File: src/rtl/blk_seq_ctrl_pkg.sv
// Shared types and defaults for the SABER block sequencer.
package saber_ctrl_pkg;

  localparam int unsigned NBLK_DEF   = 4;
  localparam int unsigned ADDR_W_DEF = 9;
  localparam int unsigned WD_W_DEF   = 33;

  typedef enum logic [2:0] {
    S_IDLE  = 3'd0,
    S_SEL   = 3'd1,
    S_RST   = 3'd2,
    S_RUN   = 3'd3,
    S_DRAIN = 3'd4,
    S_FIN   = 3'd5,
    S_ERR   = 3'd6
  } state_t;

endpackage

File: src/rtl/blk_seq_ctrl_if.sv
// Control, status and per-block memory-port signals of the sequencer.
interface blk_seq_ctrl_if
  import saber_ctrl_pkg::*;
#(
  parameter int unsigned NBLK   = NBLK_DEF,
  parameter int unsigned ADDR_W = ADDR_W_DEF,
  parameter int unsigned WD_W   = WD_W_DEF
);
  localparam int unsigned IDX_W = (NBLK > 1) ? $clog2(NBLK) : 1;

  logic                   go;
  logic [NBLK-1:0]        run_mask;
  logic [WD_W-1:0]        wd_limit;
  logic                   busy;
  logic                   done;
  logic                   error;
  logic [IDX_W-1:0]       err_blk;
  logic [NBLK-1:0]        blk_rst;
  logic [NBLK-1:0]        blk_done;
  logic [NBLK*ADDR_W-1:0] blk_addr;
  logic [ADDR_W-1:0]      mem_addr;

  modport master (
    output go, run_mask, wd_limit, blk_done, blk_addr,
    input  busy, done, error, err_blk, blk_rst, mem_addr
  );

  modport slave (
    input  go, run_mask, wd_limit, blk_done, blk_addr,
    output busy, done, error, err_blk, blk_rst, mem_addr
  );

endinterface

File: src/rtl/blk_seq_ctrl_lsb_index.sv
// Lowest-set-bit priority encoder; o_none flags an all-zero vector.
module lsb_index #(
  parameter int unsigned W     = 4,
  parameter int unsigned IDX_W = (W > 1) ? $clog2(W) : 1
) (
  input  logic [W-1:0]     i_vec,
  output logic [IDX_W-1:0] o_idx,
  output logic             o_none
);

  // Scan from the top so the lowest set bit is the last one written.
  always_comb begin
    o_idx  = '0;
    o_none = (i_vec == '0);
    for (int unsigned i = 0; i < W; i++) begin
      if (i_vec[W-1-i]) o_idx = IDX_W'(W - 1 - i);
    end
  end

endmodule

File: src/rtl/blk_seq_ctrl.sv
// Sequencer/arbiter: releases selected blocks one at a time in ascending
// order, muxes the running block's read address, aborts hung blocks.
module blk_seq_ctrl
  import saber_ctrl_pkg::*;
#(
  parameter int unsigned NBLK   = NBLK_DEF,
  parameter int unsigned ADDR_W = ADDR_W_DEF,
  parameter int unsigned WD_W   = WD_W_DEF
) (
  input  logic          clk,
  input  logic          rst,
  blk_seq_ctrl_if.slave bus
);

  localparam int unsigned IDX_W = (NBLK > 1) ? $clog2(NBLK) : 1;

  state_t           r_state, w_next;
  logic [NBLK-1:0]  r_pend, w_pend_nxt;
  logic [NBLK-1:0]  r_blk_rst, w_blk_rst_nxt;
  logic [IDX_W-1:0] r_cur, w_cur_nxt;
  logic [IDX_W-1:0] r_err_blk, w_err_blk_nxt;
  logic [WD_W-1:0]  r_wd, w_wd_nxt, w_wd_inc;
  logic [IDX_W-1:0] w_lsb;
  logic             w_none;
  logic             w_cur_done;
  logic             w_timeout;

  lsb_index #(.W(NBLK), .IDX_W(IDX_W)) u_lsb (
    .i_vec  (r_pend),
    .o_idx  (w_lsb),
    .o_none (w_none)
  );

  // Watchdog compares the count including the current RUN cycle.
  assign w_wd_inc   = (r_wd == '1) ? r_wd : r_wd + WD_W'(1);
  assign w_cur_done = bus.blk_done[r_cur];
  assign w_timeout  = (bus.wd_limit != '0) && (w_wd_inc == bus.wd_limit);

  always_comb begin
    w_next        = r_state;
    w_pend_nxt    = r_pend;
    w_cur_nxt     = r_cur;
    w_err_blk_nxt = r_err_blk;
    w_wd_nxt      = r_wd;
    unique case (r_state)
      S_IDLE, S_FIN, S_ERR: begin
        if (bus.go) begin
          w_pend_nxt = bus.run_mask;
          w_next     = S_SEL;
        end
      end
      S_SEL: begin
        if (w_none) begin
          w_next = S_FIN;
        end else begin
          w_cur_nxt = w_lsb;
          w_wd_nxt  = '0;
          w_next    = S_RST;
        end
      end
      S_RST: w_next = S_RUN;
      S_RUN: begin
        w_wd_nxt = w_wd_inc;
        if (w_cur_done) begin
          w_next = S_DRAIN;
        end else if (w_timeout) begin
          w_next        = S_ERR;
          w_err_blk_nxt = r_cur;
        end
      end
      S_DRAIN: begin
        w_pend_nxt[r_cur] = 1'b0;
        w_next            = S_SEL;
      end
      default: w_next = S_IDLE;
    endcase
  end

  // Block resets are registered from the next state so release aligns with RUN.
  always_comb begin
    w_blk_rst_nxt = '1;
    if (w_next == S_RUN) w_blk_rst_nxt[r_cur] = 1'b0;
  end

  always_ff @(posedge clk) begin
    if (rst) begin
      r_state   <= S_IDLE;
      r_pend    <= '0;
      r_cur     <= '0;
      r_err_blk <= '0;
      r_wd      <= '0;
      r_blk_rst <= '1;
    end else begin
      r_state   <= w_next;
      r_pend    <= w_pend_nxt;
      r_cur     <= w_cur_nxt;
      r_err_blk <= w_err_blk_nxt;
      r_wd      <= w_wd_nxt;
      r_blk_rst <= w_blk_rst_nxt;
    end
  end

  assign bus.busy     = (r_state == S_SEL) || (r_state == S_RST) ||
                        (r_state == S_RUN) || (r_state == S_DRAIN);
  assign bus.done     = (r_state == S_FIN);
  assign bus.error    = (r_state == S_ERR);
  assign bus.err_blk  = r_err_blk;
  assign bus.blk_rst  = r_blk_rst;
  assign bus.mem_addr = ((r_state == S_RST) || (r_state == S_RUN)) ?
                        bus.blk_addr[r_cur*ADDR_W +: ADDR_W] : '0;

endmodule

File: src/flat_wrapper.sv
// flat-port wrapper written by rule: the top's interface ports become plain ports
module blk_seq_ctrl_flat import saber_ctrl_pkg::*;
#(
  parameter int unsigned NBLK   = NBLK_DEF,
  parameter int unsigned ADDR_W = ADDR_W_DEF,
  parameter int unsigned WD_W   = WD_W_DEF
)
  (clk, rst, bus_go, bus_run_mask, bus_wd_limit, bus_blk_done, bus_blk_addr, bus_busy, bus_done, bus_error, bus_err_blk, bus_blk_rst, bus_mem_addr);
  blk_seq_ctrl_if #(.NBLK(NBLK), .ADDR_W(ADDR_W), .WD_W(WD_W)) bus_i ();
  input  logic clk;
  input  logic rst;
  input wire logic [$bits(bus_i.go)-1:0] bus_go;
  input wire logic [$bits(bus_i.run_mask)-1:0] bus_run_mask;
  input wire logic [$bits(bus_i.wd_limit)-1:0] bus_wd_limit;
  input wire logic [$bits(bus_i.blk_done)-1:0] bus_blk_done;
  input wire logic [$bits(bus_i.blk_addr)-1:0] bus_blk_addr;
  output wire logic [$bits(bus_i.busy)-1:0] bus_busy;
  output wire logic [$bits(bus_i.done)-1:0] bus_done;
  output wire logic [$bits(bus_i.error)-1:0] bus_error;
  output wire logic [$bits(bus_i.err_blk)-1:0] bus_err_blk;
  output wire logic [$bits(bus_i.blk_rst)-1:0] bus_blk_rst;
  output wire logic [$bits(bus_i.mem_addr)-1:0] bus_mem_addr;
  assign bus_i.go = bus_go;
  assign bus_i.run_mask = bus_run_mask;
  assign bus_i.wd_limit = bus_wd_limit;
  assign bus_i.blk_done = bus_blk_done;
  assign bus_i.blk_addr = bus_blk_addr;
  assign bus_busy = bus_i.busy;
  assign bus_done = bus_i.done;
  assign bus_error = bus_i.error;
  assign bus_err_blk = bus_i.err_blk;
  assign bus_blk_rst = bus_i.blk_rst;
  assign bus_mem_addr = bus_i.mem_addr;
  blk_seq_ctrl #(.NBLK(NBLK), .ADDR_W(ADDR_W), .WD_W(WD_W)) u_core (.clk(clk), .rst(rst), .bus(bus_i));
endmodule
File: config.mk
export PLATFORM = sky130hd
export DESIGN_NAME = blk_seq_ctrl_flat
export DESIGN_NICKNAME = d
export VERILOG_FILES = /design/src/rtl/blk_seq_ctrl_pkg.sv /design/src/rtl/blk_seq_ctrl_if.sv /design/src/rtl/blk_seq_ctrl_lsb_index.sv /design/src/rtl/blk_seq_ctrl.sv /design/src/flat_wrapper.sv
export SDC_FILE = /design/constraint.sdc
export NUM_CORES = 1
export LEC_CHECK = 0
export CELL_PAD_IN_SITES_DETAIL_PLACEMENT = 0
export CELL_PAD_IN_SITES_GLOBAL_PLACEMENT = 1
export CORE_MARGIN = 10
export CORE_UTILIZATION = 38
export CTS_BUF_LIST = sky130_fd_sc_hd__clkbuf_2
export DETAILED_ROUTE_END_ITERATION = 8
export PLACE_DENSITY = 0.83
export SYNTH_ARGS = -nofsm -noshare
export SYNTH_HDL_FRONTEND = slang
export SYNTH_SLANG_ARGS = --single-unit
export TNS_END_PERCENT = 10
File: constraint.sdc
create_clock -name clk -period 4.03 [get_ports clk]
set_input_delay 0.403 -clock clk [delete_from_list [all_inputs] [get_ports clk]]
set_output_delay 0.403 -clock clk [all_outputs]
set_load 0.005 [all_outputs]
# After elaboration in Yosys (flattened, before gate mapping)
# Cells that the tools add are included.
dict set report totals {
  register_bits 48
  latch_bits 0
  ram_bits 0
  rom_bits 0
  in_bits 80
  out_inout_bits 18
  wordCells 63
  n_memories 0
}
dict set report op_classes {
  addsub 1
  n_mul 1
  div 0
  n_lt_le_gt_ge 2
  eq_ne 11
  shift 1
  n_mux 19
  n_bitwise 5
  reduce_logical 17
}
# op n
set op_table {}
lappend op_table {{two-way mux 33 bit} 2}
lappend op_table {{case mux 33 bit (2 select lines)} 1}
lappend op_table {{variable part select 36 x 7 -> 9 bit} 1}
lappend op_table {{adder 33 x 1 -> 33 bit (second input constant)} 1}
lappend op_table {{equality test 33 bit} 1}
lappend op_table {{equality test 33 bit (second input constant)} 1}
lappend op_table {{nonzero test 33 bit} 1}
lappend op_table {{case mux 3 bit (5 select lines)} 1}
lappend op_table {{two-way mux 3 bit} 4}
lappend op_table {{equality test 3 x 2 -> 1 bit (second input constant)} 3}
lappend op_table {{equality test 3 bit (second input constant)} 3}
lappend op_table {{two-way mux 9 bit} 1}
lappend op_table {{two-way mux 2 bit} 4}
lappend op_table {{case mux 4 bit (2 select lines)} 1}
lappend op_table {{multiplier 2 x 4 -> 6 bit (second input constant)} 1}
lappend op_table {{AND reduction 2 bit} 3}
lappend op_table {{AND 4 bit} 1}
lappend op_table {{logical NOT 4 bit} 1}
lappend op_table {{logical OR 1 bit} 4}
lappend op_table {{two-way mux 4 bit} 1}
lappend op_table {{!= test 2 bit (second input constant)} 2}
lappend op_table {{inverter 4 bit} 1}
lappend op_table {{nonzero test 2 bit} 2}
lappend op_table {{equality test 3 x 1 -> 1 bit (second input constant)} 1}
lappend op_table {{other kinds (11)} 15}

# Depth between registers and ports, before layout
dict set report logic_depth {
  word_depth 10
  mapped_depth 12
  depth_no_buf 10
}

# Cells and area by module
# Synthesis repeated with hierarchy kept, for this count alone.
dict set report hier_totals {
  cells_unflattened 593
  area_unflattened_um2 4346.7
}
# module instances cells_each area_each_um2 seq_area_each_um2
set modules_own_cells {}
lappend modules_own_cells {blk_seq_ctrl 1 587 4310.4 960.9}
lappend modules_own_cells {lsb_index 1 6 36.3 0.0}

# Worst setup path before layout
# Ideal clock, no wire load.
dict set report synth_timing {
  path_kind {reg-to-reg}
  startpoint {register u_core.r_wd[1]}
  endpoint {register u_core.r_err_blk[1], in the netlist u_core.bus.err_blk[1]}
  setup_time_ns 0.132
  arrival_ns 2.887
  required_time_ns 3.898
  path_slack_ns 1.011
  stages_incl_launch_ff 12
  n_path_buf 1
  synth_period_minus_slack_ns 3.019
  path_cell_list {dfxtp_1 -> ha_1 -> buf_4 -> nand4_2 -> nor4_4 -> nand3_1 -> o21a_1 -> o32ai_1 -> nand4_1 -> or4_1 -> o31ai_1 -> a21oi_1}
}
dict set report synth_between {
  elab_chain_cells 5
  word_cells_on_any_way 6
  cone_classes {1 x add/sub; 2 x eq/ne; 1 x mux; 2 x reduce/logical}
}
# item line_no
set synth_rtl {}
lappend synth_rtl {{start, declared} blk_seq_ctrl.sv:22} ;# logic [WD_W-1:0] r_wd, w_wd_nxt, w_wd_inc;
lappend synth_rtl {{start signal, assigned} blk_seq_ctrl.sv:98} ;# r_wd <= w_wd_nxt;
lappend synth_rtl {{adder 33 x 1 -> 33 bit / equality test 33 bit (equally long branches)} blk_seq_ctrl.sv:35} ;# assign w_wd_inc = (r_wd == '1) ? r_wd : r_wd + WD_W'(1);
lappend synth_rtl {{two-way mux 33 bit (*)} blk_seq_ctrl.sv:35}
lappend synth_rtl {{equality test 33 bit (*)} blk_seq_ctrl.sv:37} ;# assign w_timeout = (bus.wd_limit != '0) && (w_wd_inc == bus.wd_limit);
lappend synth_rtl {{logical AND 1 bit (*)} blk_seq_ctrl.sv:37}
lappend synth_rtl {{AND reduction 3 bit (no source line) (*)} n/a}
lappend synth_rtl {{end signal, assigned} blk_seq_ctrl.sv:97} ;# r_err_blk <= w_err_blk_nxt;
lappend synth_rtl {{end, declared} blk_seq_ctrl.sv:21} ;# logic [IDX_W-1:0] r_err_blk, w_err_blk_nxt;
# Mark *: on every way between the ends. The rest lies on a longest branch, timed or not.
# A chain may end at the register's enable or synchronous reset.

# Worst setup path in the final report
dict set report layout_timing {
  startpoint {register u_core.r_wd[1]}
  endpoint {register u_core.r_err_blk[0], in the netlist u_core.bus.err_blk[0]}
}
# The elaborated chain is that of the path after synthesis.

==> impl_metrics.env <==
export IMPL_min_path_type="input port to flip-flop"
export IMPL_syn_num_nets=695
export IMPL_hold_ws_ps=487
export IMPL_arrival_ps=4190
export IMPL_yosys_area_top_type="dfxtp_1"
export IMPL_avgRoutedWirePerCell_um=23.2
export IMPL_die_x_um=130
export IMPL_final_common_cell="clkdlybuf4s50_1"
export IMPL_fmax_mhz=267
export IMPL_hpwl_um=15200
export IMPL_synth_seq_cells=48
export IMPL_rr_startpoint="u_core.r_wd[1]"
export IMPL_synth_distinct_cells=69
export IMPL_layout_common_cells="clkdlybuf4s50_1, nor2_1, nand2_1, dfxtp_1, a21oi_1"
export IMPL_synth_simple_area_share=0.360
export IMPL_status="finished, final reports clean"
export IMPL_drv_cap=0
export IMPL_layout_nets=766
export IMPL_synth_xor_area_share=0.0795
export IMPL_nFillCells=1244
export IMPL_power_density_nw_per_um2=216
export IMPL_place_congestion=0.948
export IMPL_cp_end_kind="flip-flop"
export IMPL_antenna_found_initial=0
export IMPL_grt_max_degree=44
export IMPL_synthTopCellsByArea="dfxtp_1, a21oi_1, mux4_2"
export IMPL_synth_mux_area_frac=0.0689
export IMPL_wl_um=19400
export IMPL_grtUsageTotal=0.225
export IMPL_synth_edff_count=0
export IMPL_finClkSkew_ps=11.9
export IMPL_cts_tree="done"
export IMPL_cp_required_ps=4470
export IMPL_grt_ovfl_total=0
export IMPL_cts_buffers=5
export IMPL_firstDrtPassIters=5
export IMPL_path_clk_slew_ps=280
export IMPL_htreeDepth=2
export IMPL_hold_path_cell_count=3
export IMPL_num_antenna_cells=0
export IMPL_grt_pass1_wl_um=29400
export IMPL_tightest_slew_ps=980
export IMPL_dp_cells=825
export IMPL_holdPathEnd="u_core.r_pend[3]"
export IMPL_clkLatencyLatePin_ps=530
export IMPL_cts_resized=0
export IMPL_leakage_uw=0.00187
export IMPL_synth_compound_area_share=0.223
export IMPL_holdBufCountCts=0
export IMPL_hold_viol=0
export IMPL_clock_sinks=48
export IMPL_critPathKind="flip-flop to flip-flop"
export IMPL_tns_ps=0
export IMPL_die_area_sq_um=16800
export IMPL_vdd_ir_drop_max_v=0.000151
export IMPL_pin_count=98
export IMPL_via_per_inst=6.34
export IMPL_min_period_ps=3740
export IMPL_dieHeight_um=130
export IMPL_area_growth_pct=23.9
export IMPL_cts_buffer_depth=2
export IMPL_rr_endpoint="u_core.bus.err_blk[0]"
export IMPL_syn_area_per_cell_sq_um=7.46
export IMPL_cts_setup_buffers=0
export IMPL_ys_async_sr_fraction=0
export IMPL_instances_no_fill=833
export IMPL_synthAdderAreaFrac=0.00273
export IMPL_holdCritStartpoint="bus_run_mask[3]"
export IMPL_drc=0
export IMPL_port_buffers=97
export IMPL_drt_iter0_markers=492
export IMPL_synth_top_family_by_area="simple AND/OR/NAND/NOR gates"
export IMPL_first_global_vias=5028
export IMPL_crit_fanout=9
export IMPL_grt_setup_unrepaired="no"
export IMPL_seqCellArea_sq_um=961
export IMPL_ant_nets=0
export IMPL_finalSetupViolations=0
export IMPL_syn_area_sq_um=4580
export IMPL_syn_inst=614
export IMPL_slew_headroom=0.344
export IMPL_rows=40
export IMPL_ys_flop_type="dfxtp_1"
export IMPL_finalMaxSlewViolations=0
export IMPL_core_area_sq_um=11900
export IMPL_root_buffer="clkbuf_2"
export IMPL_via_count=5282
export IMPL_synth_top_cell_area_share=0.210
export IMPL_critPathLaunchType="flip-flop"
export IMPL_yosys_warnings=0
export IMPL_initial_core_util=0.384
export IMPL_multi_input_comb_area_sq_um=3360
export IMPL_worst_r2r_setup_slack_ps=290
export IMPL_worst_r2r_cell_count=10
export IMPL_drive_above_1_share=0.0743
export IMPL_seq_area_frac_synth=0.210
export IMPL_min_period_over_period=0.929
==> how the worst max path moves through the flow <==
stage / from / to / slack [ps] / cells past startpoint
after global placement: u_core.r_wd[1] / u_core.bus.err_blk[1] / 480 / 10
after global routing: u_core.r_wd[0] / u_core.r_state[0] / 40 / 10
after detailed placement: u_core.r_wd[1] / u_core.bus.err_blk[0] / 350 / 10
final: u_core.r_wd[1] / u_core.bus.err_blk[0] / 290 / 10
after CTS: u_core.r_wd[1] / u_core.bus.err_blk[0] / 340 / 10
after floorplan: u_core.r_wd[1] / u_core.bus.err_blk[1] / 1010 / 11
==> routing by layer <==
layer | track usage | part of all wire | vias up | wire length [um]
li1 | - | - | 2451 | -
met1 | 0.291 | 0.43 | 2558 | 8330
met2 | 0.366 | 0.46 | 239 | 8860
met3 | 0.0507 | 0.089 | 34 | 1720
met4 | 0.0688 | 0.024 | 0 | 459
met5 | 0 | 0 | - | 0
==> cell type report <==
| type | instances | share of cell area |
|---|---|---|
| tap | 147 | 0.0324 |
| sequential | 48 | 0.169 |
| multi-input combinational | 511 | 0.593 |
| timing repair buffer | 109 | 0.187 |
| clock inverter | 3 | 0.00750 |
| clock buffer | 5 | 0.00441 |
| inverter | 10 | 0.00662 |
==> synth_stat cells, types with 3 or more instances <==
| cell | instances |
|---|---|
| mux4_2 | 10 |
| or2_2 | 5 |
| nand2b_1 | 3 |
| nor4_1 | 20 |
| buf_2 | 9 |
| a21o_1 | 4 |
| a31oi_1 | 12 |
| o21ai_0 | 43 |
| nand3b_1 | 3 |
| a21boi_0 | 3 |
| nor3_1 | 22 |
| or3_1 | 3 |
| and4_1 | 13 |
| a311oi_1 | 8 |
| and3_1 | 20 |
| nand4_1 | 26 |
| a21oi_1 | 46 |
| inv_1 | 10 |
| and2_1 | 9 |
| o21a_1 | 5 |
| xor2_1 | 15 |
| o31ai_1 | 3 |
| a22oi_1 | 4 |
| buf_4 | 9 |
| o2111ai_1 | 3 |
| nand2_1 | 51 |
| nor4_2 | 3 |
| or4_1 | 5 |
| a41oi_1 | 3 |
| nor2b_1 | 17 |
| xnor2_1 | 24 |
| nand3_1 | 19 |
| mux2i_1 | 9 |
| dfxtp_1 | 48 |
| nor2_1 | 58 |
| clkbuf_1 | 24 |
==> critical path: stages, from the launching register on <==
cell	delay [ps]
dfxtp_1	560
ha_1	430
nand4_2	250
nor4_4	460
nand3_1	340
o21a_1	230
o32ai_1	340
nand4_1	160
or4_1	570
o31ai_1	240
a21oi_1	90
==> cells by family (layout without fill, tap and decap cells) <==
| logic type | count (synthesis) | in the layout |
|---|---|---|
| adders and majority gates | 1 | 1 |
| xor gates and xnor gates | 40 | 40 |
| buffers and inverters | 55 | 127 |
| and+or+nand+nor | 291 | 291 |
| muxes | 19 | 19 |
| AOI/OAI and AO/OA | 160 | 160 |
| DFF | 48 | 48 |
==> sequential cells by signal, indices dropped and copies added, names as in the netlist <==
register	flops
u_core.r_wd	33
u_core.bus.blk_rst	4
u_core.r_pend	4
u_core.r_state	3
u_core.bus.err_blk	2
u_core.r_cur	2
==> stage by stage <==
step	utilization	total power, uW	area (sq um)	worst slack (ps)
final	0.476	1230	5670	288
after global routing	0.476	1290	5670	39.6
after CTS	0.476	1230	5670	343
after detailed placement	0.471	935	5610	349
after global placement	0.471	929	5610	483
after floorplan	-	741	4580	1010
==> where the power goes <==
part	internal, uW	leakage [uW]	switching (uW)	total [uW]
Sequential	491	0.000388	30.5	522
Combinational	203	0.00144	204	408
Clock	104	0.0000406	192	296
Total	798	0.00187	427	1230
Note: power is estimated with default switching activity, not from simulation.
